===== config.mk =====
export PLATFORM = sky130hd
export DESIGN_NAME = oam_dma_arbiter
export DESIGN_NICKNAME = d
export VERILOG_FILES = /design/src/rtl/oam_dma_arbiter.sv
export SDC_FILE = /design/constraint.sdc
export NUM_CORES = 1
export LEC_CHECK = 0
export ABC_AREA = 1
export BUFFER_PORTS_ARGS = -buffer_cell sky130_fd_sc_hd__buf_2
export CAP_MARGIN = 10
export CORE_MARGIN = 1
export CORE_UTILIZATION = 40
export CTS_CLUSTER_SIZE = 25
export DETAILED_ROUTE_END_ITERATION = 7
export PLACE_DENSITY_LB_ADDON = 0.3
export SKIP_LAST_GASP = 1
export SLEW_MARGIN = 20
export SYNTH_ARGS = -nofsm -noshare
export SYNTH_HDL_FRONTEND = slang
export SYNTH_SLANG_ARGS = --single-unit

===== constraint.sdc =====
create_clock -name clk -period 1.3 [get_ports clk]
set_input_delay 0 -clock clk [delete_from_list [all_inputs] [get_ports clk]]
set_output_delay 0 -clock clk [all_outputs]
set_load 0.01 [all_outputs]

===== src/rtl/oam_dma_arbiter.sv =====
// OAM DMA engine and CPU/DMA memory port arbiter between sm83_core and the system bus.
// Build option: OAM_DMA_CPU_BLOCK_EN blocks non-HRAM CPU accesses during a transfer.
module oam_dma_arbiter #(
    parameter logic [15:0] DMA_REG_ADDR = 16'hFF46,
    parameter logic [15:0] OAM_BASE     = 16'hFE00,
    parameter int          DMA_LEN      = 160,
    parameter int          BYTE_PERIOD  = 4,
    parameter int          START_DELAY  = 1
) (
    input  logic        clk,
    input  logic        rst_n,
    input  logic [15:0] cpu_r_addr,
    input  logic [15:0] cpu_w_addr,
    input  logic [7:0]  cpu_w_data,
    input  logic        cpu_w_wen,
    output logic [7:0]  cpu_r_data,
    output logic [15:0] mem_r_addr,
    output logic [15:0] mem_w_addr,
    output logic [7:0]  mem_w_data,
    output logic        mem_w_wen,
    input  logic [7:0]  mem_r_data,
    output logic        dma_active,
    output logic        dma_done
);

    // state | meaning
    // IDLE  | no transfer, full pass-through
    // SETUP | start delay after a DMA register write, CPU unblocked
    // XFER  | one byte copied every BYTE_PERIOD cycles on the period_cnt==0 slot
    typedef enum logic [1:0] {IDLE, SETUP, XFER} state_t;

    localparam int SETUP_CYC = START_DELAY * BYTE_PERIOD;
    localparam int SW        = (SETUP_CYC > 1) ? $clog2(SETUP_CYC) : 1;
    localparam int PW        = $clog2(BYTE_PERIOD);
    localparam logic [7:0]    LAST_IDX  = 8'(DMA_LEN - 1);
    localparam logic [PW-1:0] LAST_PER  = PW'(BYTE_PERIOD - 1);
    localparam logic [SW-1:0] SETUP_TOP = (SETUP_CYC > 0) ? SW'(SETUP_CYC - 1) : '0;

    state_t        state;
    logic [7:0]    dma_reg;
    logic [7:0]    idx;
    logic [PW-1:0] period_cnt;
    logic [SW-1:0] setup_cnt;

    logic       reg_wr;
    logic       reg_rd;
    logic       slot;
    logic [7:0] eff_hi;
    logic       r_blk;
    logic       w_blk;

    assign reg_wr = cpu_w_wen && (cpu_w_addr == DMA_REG_ADDR);
    assign reg_rd = (cpu_r_addr == DMA_REG_ADDR);
    assign slot   = (state == XFER) && (period_cnt == '0);
    // Echo RAM E000..FDFF mirrors C000..DDFF
    assign eff_hi = (dma_reg >= 8'hE0) ? (dma_reg - 8'h20) : dma_reg;

`ifdef OAM_DMA_CPU_BLOCK_EN
    function automatic logic cpu_allowed(input logic [15:0] addr);
        return ((addr >= 16'hFF80) && (addr <= 16'hFFFE)) || (addr == DMA_REG_ADDR);
    endfunction
    assign r_blk = (state == XFER) && !cpu_allowed(cpu_r_addr);
    assign w_blk = (state == XFER) && !cpu_allowed(cpu_w_addr);
`else
    assign r_blk = 1'b0;
    assign w_blk = 1'b0;
`endif

    always_ff @(posedge clk or negedge rst_n) begin
        if (!rst_n) begin
            state      <= IDLE;
            dma_reg    <= 8'h00;
            idx        <= 8'h00;
            period_cnt <= '0;
            setup_cnt  <= '0;
            dma_active <= 1'b0;
            dma_done   <= 1'b0;
        end else begin
            dma_done <= 1'b0;
            if (reg_wr) begin
                // A register write always (re)starts, even in a slot cycle
                dma_reg    <= cpu_w_data;
                idx        <= 8'h00;
                period_cnt <= '0;
                setup_cnt  <= SETUP_TOP;
                dma_active <= 1'b1;
                state      <= (SETUP_CYC == 0) ? XFER : SETUP;
            end else begin
                case (state)
                    IDLE: ;
                    SETUP: begin
                        if (setup_cnt == '0) begin
                            state      <= XFER;
                            period_cnt <= '0;
                        end else begin
                            setup_cnt <= setup_cnt - 1'b1;
                        end
                    end
                    XFER: begin
                        period_cnt <= (period_cnt == LAST_PER) ? '0 : period_cnt + 1'b1;
                        if (slot) begin
                            if (idx == LAST_IDX) begin
                                state      <= IDLE;
                                idx        <= 8'h00;
                                period_cnt <= '0;
                                dma_active <= 1'b0;
                                dma_done   <= 1'b1;
                            end else begin
                                idx <= idx + 8'h01;
                            end
                        end
                    end
                    default: state <= IDLE;
                endcase
            end
        end
    end

    always_comb begin
        mem_r_addr = cpu_r_addr;
        mem_w_addr = cpu_w_addr;
        mem_w_data = cpu_w_data;
        mem_w_wen  = cpu_w_wen && !reg_wr && !w_blk;
        if (reg_rd) begin
            cpu_r_data = dma_reg;
        end else if (r_blk) begin
            cpu_r_data = 8'hFF;
        end else begin
            cpu_r_data = mem_r_data;
        end
        if (slot) begin
            mem_r_addr = {eff_hi, idx};
            mem_w_addr = OAM_BASE + {8'h00, idx};
            mem_w_data = mem_r_data;
            mem_w_wen  = 1'b1;
            if (!reg_rd) begin
                cpu_r_data = 8'hFF;
            end
        end
    end

endmodule

==> metrics.txt <==
status=finished, violations left; violated checks=setup timing; # diodes=0; Worst path depth=7; total negative slack=-10.14 ns; post-synthesis sequential area ratio=between 30% and 40%; Avg Inst Size Synth=between 6 and 7 um2; Syn Inst Count=325; worst reg2reg startpoint=period_cnt[0]; H-Tree Depth=1; Slew headroom=62.8%; Critical Path Source Type=register; flop-to-flop setup slack=-0.12 ns; final slew viol count=0; DP Worst Slack=-0.0103 ns; pwr dens=about 840 nW/um2; Peak VDD IR=about 0.00046 V; I/O pins=102; Buffers on Ports=roughly 100; sequential cell area=around 600 um2; DR WL met3=about 440 um; fillcell total=421; RSZ-0062 raised after global routing=yes; Max Cap Viol=0; Worst Setup End Kind=output pin; Overflow after GRT=0; top layer in use=met4; largest net degree at the start of global routing=31; crit path max fanout=5; crit path time final=approximately 1.6 ns; DP Area=roughly 2600 um2; Final Wtd Congestion=between 0.7 and 0.8; crit share post-route=123%; DR iter-0 viols=168; Initial Utilization=41.7%; GRT Total Usage=22.4%; root buf cell=clkbuf_8; Worst Skew=0.00345 ns; commonest non-fill, non-tap cell in the layout=nand2_1; via count=about 2.6k; top-area cell type share of the netlist area=between 30 and 40%; CP arrival=roughly 1.6 ns; fmax=around 630 MHz; clock tree buffer depth=2; die width=approximately 72 um; Nets=509; commonest non-fill, non-tap cells in the layout=nand2_1, buf_2, inv_1; Seq cells post-synth=24; Hold/Removal Path Class=in2reg; initial antenna violation count=0; area leader, netlist=dfrtp_1; multi-input gate area in the final layout=1290 um2; site row count=25; Synth Net Count=roughly 380; Worst EP required=about 1.3 ns; die area=~5200 um2; r2r worst-path depth=7; setup slack after layout=-0.296 ns; Setup crit end=mem_w_addr[13]; Hold Violations, Final=0; most frequent CP cell=buf_6; Unique masters post-synth=24; CP peak stage delay=roughly 0.39 ns; crit path from=period_cnt[0]; global-route wire length before repair=between 9000 and 10000 um; share of post-route cells with drive strength above 1=39.6%; Core ar.=about 4800 um2; fin area=between 3000 and 4000 um2; slew at the pin with the worst max-slew slack=0.558 ns; CTS Buf Count=3; CTS tree=yes; drt wl/cell=12.8 um; Routed WL=around 6600 um; synthesized area=1980 um2; Crit Path Class=reg2out; # setup viols final=54; clk_lat worst skew=around 0.28 ns; first drt pass iteration count=5; clk sinks=24; DR DRC count=0; leakage power=roughly 1.9 nW; number of global-route vias before repair=about 2.2k; CP cell instances=inv_2 -> ha_4 -> nand2_8 -> clkinv_8 -> buf_6 -> or2_4 -> buf_6; Area contributors post-synth=dfrtp_1, nand2_1, inv_1, nand3_1, o21ai_0; Worst R2R End=period_cnt[0]; crit path max-delay cell type=dfrtp_1; CP Buf/Inv Count=4; Die Y=around 72 um; Top delay family on crit path=flip-flops; routed wl met2=between 3000 and 4000 um; YS warnings=0; Area Growth Syn to Fin=60.2%; vias per inst=4.95; WL met1=roughly 2800 um; antenna viol nets, final=0; clk slew on worst S/H paths=about 0.09 ns; dpl hpwl=4330 um
-- worst min-delay path by stage --
stage | slack (ns) | to | startpoint | cells past startpoint
floorplan | -0.30 | dma_active | rst_n | 0
global placement | 0.02 | idx[2] | rst_n | 1
detailed placement | 0.02 | idx[2] | rst_n | 1
CTS | 0.11 | idx[6] | cpu_w_wen | 4
global route | 0.17 | idx[6] | cpu_w_wen | 4
finish | 0.14 | idx[6] | cpu_w_wen | 4
-- metal layers --
layer / track usage (%) / up-vias
li1: - / 1262
met1: 28.3 / 1194
met2: 39.8 / 101
met3: 4.58 / 10
met4: 4.14 / 0
met5: 0 / -
-- cells in the mapped netlist --
| cell type | instances |
|---|---|
| nand2_1 | 114 |
| inv_1 | 53 |
| nand3_1 | 34 |
| dfrtp_1 | 24 |
| o21ai_0 | 23 |
| nor2_1 | 21 |
| nand4_1 | 10 |
| buf_2 | 8 |
| o21ai_1 | 8 |
| ha_1 | 5 |
| or2_2 | 5 |
| xor2_1 | 3 |
| a21oi_1 | 2 |
| clkbuf_1 | 2 |
| nand2_2 | 2 |
| nand3_2 | 2 |
| nor2_4 | 2 |
| buf_4 | 1 |
| buf_6 | 1 |
| clkinv_1 | 1 |
| inv_2 | 1 |
| mux2_4 | 1 |
| nand3b_1 | 1 |
| nor2_2 | 1 |
-- layout make-up --
class	instances	area share [%]
timing repair buffer	135	28.6
tap	67	2.64
sequential	24	19.0
inverter	55	6.90
clock buffer	3	1.30
multi-input combinational	234	40.6
clock inverter	1	0.946
-- cell families after synthesis --
family	count (synthesis)	share of synthesized area, %
AOI/OAI and AO/OA	33	8.33
xor gates and xnor gates	3	1.33
adders and majority gates	5	3.16
and+or+nand+nor	192	42.4
muxes	1	0.757
buffers and inverters	67	13.8
DFF	24	30.3
-- repair_timing --
item,CTS,global route
cloned,1,3
endpoints found under the hold margin,32,0
setup endpoints to repair,52,63
resized for setup,19,72
hold buffers,9,0
pin swaps,2,12
buffers inserted,3,4
-- where the power goes --
part	internal, mW	switching [mW]	total (mW)
clock network	0.413	0.264	0.677
logic	0.474	0.547	1.02
registers	0.840	0.124	0.964
total	1.73	0.935	2.66
-- worst register-to-register path: cells and delay by family, from the launching register on --
family	cells	cell delay, ns
AND/OR/NAND/NOR	3	0.42
flip-flops	1	0.41
buffers and inverters	2	0.27
adder cells (fa/ha/maj)	1	0.17
AO/OA/AOI/OAI	1	0.10
-- per-stage QoR --
step / power [mW] / instances / hold slack [ns] / util (%)
2_1_floorplan: 1.39 / 325 / -0.296 / -
3_3_place_gp: 1.74 / 497 / 0.0192 / 55.5
3_5_place_dp: 1.75 / 497 / 0.0235 / 55.5
4_1_cts: 2.47 / 514 / 0.110 / 60.7
5_1_grt: 2.80 / 519 / 0.174 / 66.8
6_report: 2.66 / 519 / 0.144 / 66.8
Note: power is estimated with default switching activity, not from simulation.
